[src/rtl/id_pkg.sv]
// Shared decode constants, control bundle layout and the hazard FSM state type
// for the MIPS ID stage.
package id_pkg;

    localparam logic [5:0] OP_RTYPE = 6'h00;
    localparam logic [5:0] OP_J     = 6'h02;
    localparam logic [5:0] OP_BEQ   = 6'h04;
    localparam logic [5:0] OP_ADDI  = 6'h08;
    localparam logic [5:0] OP_LB    = 6'h20;
    localparam logic [5:0] OP_LH    = 6'h21;
    localparam logic [5:0] OP_LW    = 6'h23;
    localparam logic [5:0] OP_SB    = 6'h28;
    localparam logic [5:0] OP_SH    = 6'h29;
    localparam logic [5:0] OP_SW    = 6'h2B;

    localparam logic [1:0] ALUOP_REST  = 2'd0;
    localparam logic [1:0] ALUOP_RTYPE = 2'd1;
    localparam logic [1:0] ALUOP_ADDI  = 2'd2;
    localparam logic [1:0] ALUOP_MEM   = 2'd3;

    localparam logic [1:0] DMEM_NOAC = 2'd0;
    localparam logic [1:0] DMEM_BYTE = 2'd1;
    localparam logic [1:0] DMEM_HALF = 2'd2;
    localparam logic [1:0] DMEM_WORD = 2'd3;

    localparam int CTRL_W        = 10;
    localparam int CTRL_REGWRITE = 9;
    localparam int CTRL_MEMTOREG = 8;
    localparam int CTRL_MEMREAD  = 6;
    localparam int CTRL_MEMWRITE = 4;
    localparam int CTRL_ALUOP    = 2;
    localparam int CTRL_ALUSRC   = 1;
    localparam int CTRL_REGDST   = 0;

    typedef struct packed {
        logic       regwrite;
        logic       memtoreg;
        logic [1:0] memread;
        logic [1:0] memwrite;
        logic [1:0] aluop;
        logic       alusrc;
        logic       regdst;
    } ctrl_t;

    typedef enum logic {
        RUN   = 1'b0,
        STALL = 1'b1
    } id_state_e;

    // Load/store opcodes encode the access size in their two low bits.
    function automatic logic [1:0] mem_size(input logic [5:0] op);
        case (op[1:0])
            2'b00:   return DMEM_BYTE;
            2'b01:   return DMEM_HALF;
            default: return DMEM_WORD;
        endcase
    endfunction

endpackage

[src/rtl/id_regfile.sv]
// NREG x XLEN register file, two combinational read ports with same-cycle
// write-back bypass, one write port; r0 and out-of-range addresses read as zero.
module id_regfile #(
    parameter int XLEN = 32,
    parameter int NREG = 32
) (
    input  logic            clk_i,
    input  logic            rst_i,
    input  logic [4:0]      ra_addr_i,
    input  logic [4:0]      rb_addr_i,
    output logic [XLEN-1:0] ra_data_o,
    output logic [XLEN-1:0] rb_data_o,
    input  logic            we_i,
    input  logic [4:0]      waddr_i,
    input  logic [XLEN-1:0] wdata_i
);
    localparam int IW = (NREG > 1) ? $clog2(NREG) : 1;

    logic [XLEN-1:0] regs_q [NREG];

    function automatic logic in_range(input logic [4:0] a);
        return ({1'b0, a} < 6'(NREG));
    endfunction

    always_ff @(posedge clk_i or posedge rst_i) begin
        if (rst_i) begin
            for (int i = 0; i < NREG; i++) regs_q[i] <= '0;
        end else if (we_i && waddr_i != 5'd0 && in_range(waddr_i)) begin
            regs_q[waddr_i[IW-1:0]] <= wdata_i;
        end
    end

    // Zero for r0 / unmapped addresses takes priority over the bypass.
    always_comb begin
        ra_data_o = regs_q[ra_addr_i[IW-1:0]];
        if (we_i && waddr_i == ra_addr_i) ra_data_o = wdata_i;
        if (ra_addr_i == 5'd0 || !in_range(ra_addr_i)) ra_data_o = '0;

        rb_data_o = regs_q[rb_addr_i[IW-1:0]];
        if (we_i && waddr_i == rb_addr_i) rb_data_o = wdata_i;
        if (rb_addr_i == 5'd0 || !in_range(rb_addr_i)) rb_data_o = '0;
    end

endmodule

[src/rtl/id_stage_hazard.sv]
// MIPS decode stage: decode, register read, load-use / branch-operand stall
// control, branch/jump redirect and the registered ID/EX handoff.
module id_stage_hazard
    import id_pkg::*;
#(
    parameter int XLEN      = 32,
    parameter int NREG      = 32,
    parameter int LU_STALLS = 1
) (
    input  logic            clk_i,
    input  logic            rst_i,
    input  logic            flush_i,
    input  logic            valid_i,
    input  logic [XLEN-1:0] pc_i,
    input  logic [31:0]     inst_i,
    input  logic            wb_we_i,
    input  logic [4:0]      wb_addr_i,
    input  logic [XLEN-1:0] wb_data_i,
    input  logic            ex_ready_i,
    output logic            stall_o,
    output logic            redirect_o,
    output logic [XLEN-1:0] redirect_pc_o,
    output logic            illegal_o,
    output logic            ex_valid_o,
    output logic [9:0]      ex_ctrl_o,
    output logic [4:0]      ex_rs_o,
    output logic [4:0]      ex_rt_o,
    output logic [4:0]      ex_rd_o,
    output logic [5:0]      ex_funct_o,
    output logic [XLEN-1:0] ex_rsdata_o,
    output logic [XLEN-1:0] ex_rtdata_o,
    output logic [XLEN-1:0] ex_imm_o
);
    localparam logic [2:0] LU_N = 3'(LU_STALLS);

    logic [5:0]      opcode;
    logic [4:0]      rs, rt, rd;
    logic [XLEN-1:0] rs_data, rt_data, imm_sext;

    assign opcode   = inst_i[31:26];
    assign rs       = inst_i[25:21];
    assign rt       = inst_i[20:16];
    assign rd       = inst_i[15:11];
    assign imm_sext = {{(XLEN-16){inst_i[15]}}, inst_i[15:0]};

    id_regfile #(.XLEN(XLEN), .NREG(NREG)) u_regfile (
        .clk_i     (clk_i),
        .rst_i     (rst_i),
        .ra_addr_i (rs),
        .rb_addr_i (rt),
        .ra_data_o (rs_data),
        .rb_data_o (rt_data),
        .we_i      (wb_we_i),
        .waddr_i   (wb_addr_i),
        .wdata_i   (wb_data_i)
    );

    ctrl_t dec_ctrl;
    logic  is_beq, is_j, is_legal;

    always_comb begin
        dec_ctrl = '0;
        is_beq   = 1'b0;
        is_j     = 1'b0;
        is_legal = 1'b1;
        case (opcode)
            OP_RTYPE: begin
                dec_ctrl.regwrite = 1'b1;
                dec_ctrl.aluop    = ALUOP_RTYPE;
                dec_ctrl.regdst   = 1'b1;
            end
            OP_ADDI: begin
                dec_ctrl.regwrite = 1'b1;
                dec_ctrl.aluop    = ALUOP_ADDI;
                dec_ctrl.alusrc   = 1'b1;
            end
            OP_LB, OP_LH, OP_LW: begin
                dec_ctrl.regwrite = 1'b1;
                dec_ctrl.memtoreg = 1'b1;
                dec_ctrl.memread  = mem_size(opcode);
                dec_ctrl.aluop    = ALUOP_MEM;
                dec_ctrl.alusrc   = 1'b1;
            end
            OP_SB, OP_SH, OP_SW: begin
                dec_ctrl.memwrite = mem_size(opcode);
                dec_ctrl.aluop    = ALUOP_MEM;
                dec_ctrl.alusrc   = 1'b1;
            end
            OP_BEQ:  is_beq   = 1'b1;
            OP_J:    is_j     = 1'b1;
            default: is_legal = 1'b0;
        endcase
    end

    logic            ex_valid_q;
    ctrl_t           ex_ctrl_q;
    logic [4:0]      ex_rs_q, ex_rt_q, ex_rd_q;
    logic [5:0]      ex_funct_q;
    logic [XLEN-1:0] ex_rsdata_q, ex_rtdata_q, ex_imm_q;

    function automatic logic src_hit(input logic [4:0] src, input logic [4:0] dst);
        return (src != 5'd0) && (src == dst);
    endfunction

    logic       advance, ex_is_load, lu_hz, br_hz, hazard;
    logic [4:0] ex_dest;
    logic [2:0] n_bub;

    assign advance    = ~ex_valid_q | ex_ready_i;
    assign ex_dest    = ex_ctrl_q.regdst ? ex_rd_q : ex_rt_q;
    assign ex_is_load = ex_valid_q && (ex_ctrl_q.memread != DMEM_NOAC);
    assign lu_hz      = valid_i && ex_is_load && (src_hit(rs, ex_rt_q) || src_hit(rt, ex_rt_q));
    assign br_hz      = valid_i && is_beq && ex_valid_q && ex_ctrl_q.regwrite
                        && (src_hit(rs, ex_dest) || src_hit(rt, ex_dest));
    assign hazard     = lu_hz || br_hz;
    // A beq waiting on a load must also cover the load's own use latency.
    assign n_bub      = br_hz ? (ex_is_load ? LU_N + 3'd1 : 3'd1) : LU_N;

    id_state_e  state_q, state_d;
    logic [1:0] cnt_q, cnt_d;
    logic       bubble;

    always_comb begin
        state_d = state_q;
        cnt_d   = cnt_q;
        bubble  = 1'b0;
        if (flush_i) begin
            state_d = RUN;
            cnt_d   = 2'd0;
        end else if (advance) begin
            case (state_q)
                RUN: begin
                    if (hazard) begin
                        bubble = 1'b1;
                        cnt_d  = 2'(n_bub - 3'd1);
                        if (n_bub > 3'd1) state_d = STALL;
                    end
                end
                STALL: begin
                    bubble = 1'b1;
                    cnt_d  = cnt_q - 2'd1;
                    if (cnt_q <= 2'd1) begin
                        state_d = RUN;
                        cnt_d   = 2'd0;
                    end
                end
                default: state_d = RUN;
            endcase
        end
    end

    always_ff @(posedge clk_i or posedge rst_i) begin
        if (rst_i) begin
            state_q <= RUN;
            cnt_q   <= 2'd0;
        end else begin
            state_q <= state_d;
            cnt_q   <= cnt_d;
        end
    end

    always_ff @(posedge clk_i or posedge rst_i) begin
        if (rst_i) begin
            ex_valid_q  <= 1'b0;
            ex_ctrl_q   <= '0;
            ex_rs_q     <= '0;
            ex_rt_q     <= '0;
            ex_rd_q     <= '0;
            ex_funct_q  <= '0;
            ex_rsdata_q <= '0;
            ex_rtdata_q <= '0;
            ex_imm_q    <= '0;
        end else if (flush_i) begin
            ex_valid_q <= 1'b0;
            ex_ctrl_q  <= '0;
        end else if (advance) begin
            ex_valid_q  <= valid_i && !bubble;
            ex_ctrl_q   <= (valid_i && !bubble) ? dec_ctrl : '0;
            ex_rs_q     <= rs;
            ex_rt_q     <= rt;
            ex_rd_q     <= rd;
            ex_funct_q  <= inst_i[5:0];
            ex_rsdata_q <= rs_data;
            ex_rtdata_q <= rt_data;
            ex_imm_q    <= imm_sext;
        end
    end

    assign stall_o       = ~rst_i & valid_i & ~flush_i & (hazard | (state_q == STALL) | ~advance);
    assign redirect_o    = ~rst_i & valid_i & ~stall_o & ~flush_i
                           & (is_j | (is_beq & (rs_data == rt_data)));
    assign redirect_pc_o = is_j ? {pc_i[XLEN-1:28], inst_i[25:0], 2'b00}
                                : pc_i + (imm_sext << 2);
    assign illegal_o     = ~rst_i & valid_i & ~is_legal;

    assign ex_valid_o  = ex_valid_q;
    assign ex_ctrl_o   = ex_ctrl_q;
    assign ex_rs_o     = ex_rs_q;
    assign ex_rt_o     = ex_rt_q;
    assign ex_rd_o     = ex_rd_q;
    assign ex_funct_o  = ex_funct_q;
    assign ex_rsdata_o = ex_rsdata_q;
    assign ex_rtdata_o = ex_rtdata_q;
    assign ex_imm_o    = ex_imm_q;

endmodule

[config.mk]
export PLATFORM = sky130hd
export DESIGN_NAME = id_stage_hazard
export DESIGN_NICKNAME = d
export VERILOG_FILES = /design/src/rtl/id_pkg.sv /design/src/rtl/id_regfile.sv /design/src/rtl/id_stage_hazard.sv
export SDC_FILE = /design/constraint.sdc
export NUM_CORES = 2
export LEC_CHECK = 0
export CAP_MARGIN = 30
export CORE_ASPECT_RATIO = 0.6
export CORE_MARGIN = 3
export CORE_UTILIZATION = 35
export CTS_BUF_LIST = sky130_fd_sc_hd__clkbuf_8 sky130_fd_sc_hd__clkbuf_16
export CTS_CLUSTER_DIAMETER = 40
export DETAILED_ROUTE_END_ITERATION = 8
export SYNTH_ARGS = -nofsm -noshare
export SYNTH_HDL_FRONTEND = slang
export SYNTH_SLANG_ARGS = --single-unit
export TNS_END_PERCENT = 1
[constraint.sdc]
create_clock -name clk_i -period 101.2 [get_ports clk_i]
set_clock_uncertainty 0.05 [all_clocks]
set_input_delay 20.24 -clock clk_i [delete_from_list [all_inputs] [get_ports clk_i]]
set_output_delay 20.24 -clock clk_i [all_outputs]
set_load 0.005 [all_outputs]
==> metrics <==
Worst VDD drop 0.0000165 V; Netlist Area Pre-Place between 60000 and 70000 um^2; worst r2r src ex_rd_o[4]; routed wl met2 between 90000 and 100000 um; syn nets around 4700; CTS tree built; post-synth top area share 0.458; GRT Total Usage 0.248; CP max stage cell buf_4; initial antenna violation count 16; Core Area about 170000 um^2; Cells after DPL between 6000 and 7000; fin cells 7035; Yosys cell types 70; Reg area 28200 um^2; gr ovfl total 0; WP buf/inv 5; startpoint types input port; IO Pins 270; Final ANT Viol Nets 0; DP Area 66700 um^2; DRC viols 0; clk slew on worst S/H paths roughly 0.07 ns; WL/cell ~33 um; Hold Path Class flop to flop; vias in the first global route about 43000; RSZ-0062 raised after global routing false; r2r setup slk slightly below 100 ns; reg2reg path depth 11; syn avg cell area ~14 um^2; Post-CTS Resized 0; Final HPWL DP 137000 um; Hold Path Cell Cnt 0; nets@finish 4726; area of the multi-input gates between 30000 and 40000 um^2; Area growth syn-to-layout 15.3%; period utilisation layout 0.465; CTS max path bufs 3; GPL Wtd Cong around 0.85; P per Cell Area between 15 and 20 nW/um^2; Layout Cell Area excl Fill 71100 um^2; drt total wl 229000 um; fin util 0.409; MaxCap Viol Count 0; critical path arrival about 27 ns; die area 181000 um^2; critical path fanouts, max 87; layout cells sized above 1 0.407; overall power between 1 and 1.5 mW; CP delay by family, top buffers and inverters; post-synthesis register bit count 1128; Final Hold Viols 0; cts hold-fix bufs 0; Syn. warnings 0; Syn Inst Count about 4500; Clock power frac 0.337; Post-synth top cells 1128 x dfrtp_1, 970 x mux2_2, 498 x mux4_2, 366 x nand2_1, 332 x clkbuf_1; fin. max-slew vios 0; Async S/R FF share, synth 1.00; Sink Count approximately 1100; largest area contributor in the netlist dfrtp_1; Initial Util 0.355; outcome completed; largest net degree at the start of global routing 162; CP endpoint kind output pin; router iterations before antenna repair 6; Top Metal Used met5; clock latency on the worst-skew pair approximately 0.74 ns; P_leak roughly 30 nW; met3 routed WL between 30000 and 40000 um; reg2reg end ex_ctrl_o[4]; CP cell instances buf_8, buf_4, buf_12, buf_4, mux4_2, mux2i_1, nor3_1, a211oi_1, a21oi_1, xor2_1, nor3_1, nand4_1, or4_1, o32ai_2, clkdlybuf4s50_1; Seq pwr share 0.435; starting DRC count in detailed routing about 5700; Relative slew margins 0.246; Post-CTS Setup Bufs 0; Logic pwr share 0.228; Setup TNS 0 ns; Worst Hold End u_regfile.regs_q[1002]; via count ~43000; port bufs approximately 270; H-tree Lvls 3; Int Power ~1 mW; startpoint of the lowest-slack hold path u_regfile.regs_q[1002]; delay of the slowest critical-path stage roughly 0.82 ns; critical path class input port to output pin; Post-synth EDFFs 0; fmax 21.3 MHz; post-synthesis sequential area ratio 0.458; switching pwr 0.406 mW; top-count cell post-synth dfrtp_1; Most used DFF post-synth dfrtp_1; WP data required ~81 ns; Root Buffer Master clkbuf_16; Die Wd 548 um; cts bufs inserted 117; final setup fails 0; FP Rows 118; vias per cell ~6.2; fill cell count about 16000; top post-synthesis cells by area dfrtp_1 46%, mux4_2 18%, mux2_2 18%; slew at the pin closest to its max-slew limit 1.13 ns; Tmin final 47.01 ns; first-pass GRT wire length approximately 330000 um; M1 wire length 100000 um; switching part of the total 0.293; chip height 331 um
-- sequential cells by signal (all words and copies together), names as in the netlist --
signal,cells
u_regfile.regs_q,1024
ex_rsdata_o,32
ex_rtdata_o,32
ex_ctrl_o,10
ex_imm_o,6
ex_funct_o,5
ex_rd_o,5
ex_rs_o,5
ex_rt_o,5
cnt_q,2
ex_valid_o,1
state_q,1
-- worst max-delay path by stage --
stage | from | depth (start not counted) | to | slack, ns
4_1_cts | inst_i[21] | 15 | redirect_o | 54.28
3_3_place_gp | inst_i[21] | 15 | redirect_o | 54.28
5_1_grt | inst_i[21] | 15 | redirect_o | 53.91
2_1_floorplan | rst_i | 6 | redirect_o | 33.08
3_5_place_dp | inst_i[21] | 15 | redirect_o | 54.29
6_report | inst_i[21] | 15 | redirect_o | 54.19
-- layer usage --
metal | GRT usage | up-vias
met5 | 0 | -
met4 | 0.0521 | 4
met3 | 0.103 | 361
met2 | 0.335 | 2469
met1 | 0.367 | 23300
li1 | - | 17200
-- cell families (layout without fill, tap and decap cells) --
| kind of cell | after synthesis | count (layout) | synth area share |
|---|---|---|---|
| compound gates | 499 | 499 | 0.0537 |
| xor+xnor | 88 | 88 | 0.0125 |
| fa+ha+maj | 30 | 30 | 0.00621 |
| buf+inv | 513 | 676 | 0.0380 |
| flops | 1128 | 1128 | 0.458 |
| mux | 1640 | 1640 | 0.387 |
| other cells | 0 | 5 | 0 |
| simple gates | 629 | 629 | 0.0452 |
-- worst register-to-register path, cell delays in order, from the launching register on --
cell and delay (ns):
dfrtp_1 0.79, mux2i_1 0.29, xnor2_1 0.19, nor4_1 0.31
nand3_1 0.16, a211oi_1 0.38, nor3_1 0.10, buf_4 0.20
nand3_1 0.17, nor2_1 0.12, nand3_1 0.11, o21ai_0 0.09
-- area by class of cell --
| class | count | area share |
|---|---|---|
| antenna | 5 | 0.000176 |
| clock buffer | 139 | 0.0461 |
| clock inverter | 81 | 0.0119 |
| inverter | 26 | 0.00151 |
| multi-input combinational | 2886 | 0.441 |
| sequential | 1128 | 0.397 |
| tap | 2340 | 0.0412 |
| timing repair buffer | 430 | 0.0616 |
-- cells in the final DEF (no fill, tap or decap), types with 14 or more instances in the layout --
master,Yosys,final
a221o_1,14,14
xor2_1,35,35
nand2_1,366,349
a221oi_1,34,34
a31oi_1,32,31
a32o_1,14,14
mux2_2,970,970
o21ai_0,137,136
nor2_4,0,18
a21oi_1,91,90
nand3_1,24,24
clkinv_2,0,21
clkdlybuf4s50_1,0,259
and3_1,21,21
dfrtp_1,1128,1128
xnor2_1,53,53
o22ai_1,18,18
buf_16,0,17
nor3_1,17,15
nand2_2,0,16
a21o_1,16,16
nor2_1,91,72
nor2b_1,37,36
clkbuf_16,0,121
mux2i_1,172,172
ha_1,29,29
clkbuf_8,0,19
a211oi_1,48,48
a22oi_1,15,15
buf_4,63,132
inv_1,24,33
mux4_2,498,498
-- power groups by stage --
stage | combinational [mW] | clock, mW | sequential (mW)
2_1_floorplan | 0.220 | 0 | 0.585
3_3_place_gp | 0.304 | 0 | 0.602
3_5_place_dp | 0.310 | 0 | 0.606
4_1_cts | 0.311 | 0.472 | 0.598
5_1_grt | 0.336 | 0.491 | 0.611
6_report | 0.315 | 0.467 | 0.602
-- per-stage QoR --
stage                     hold WS [ns]  setup slack [ns]
final                            0.350             54.19
after global routing             0.358             53.91
after CTS                        0.349             54.28
after detailed placement         0.334             54.29
after global placement           0.328             54.28
after floorplan                  0.388             33.08
(Power assumes the default switching activity.)
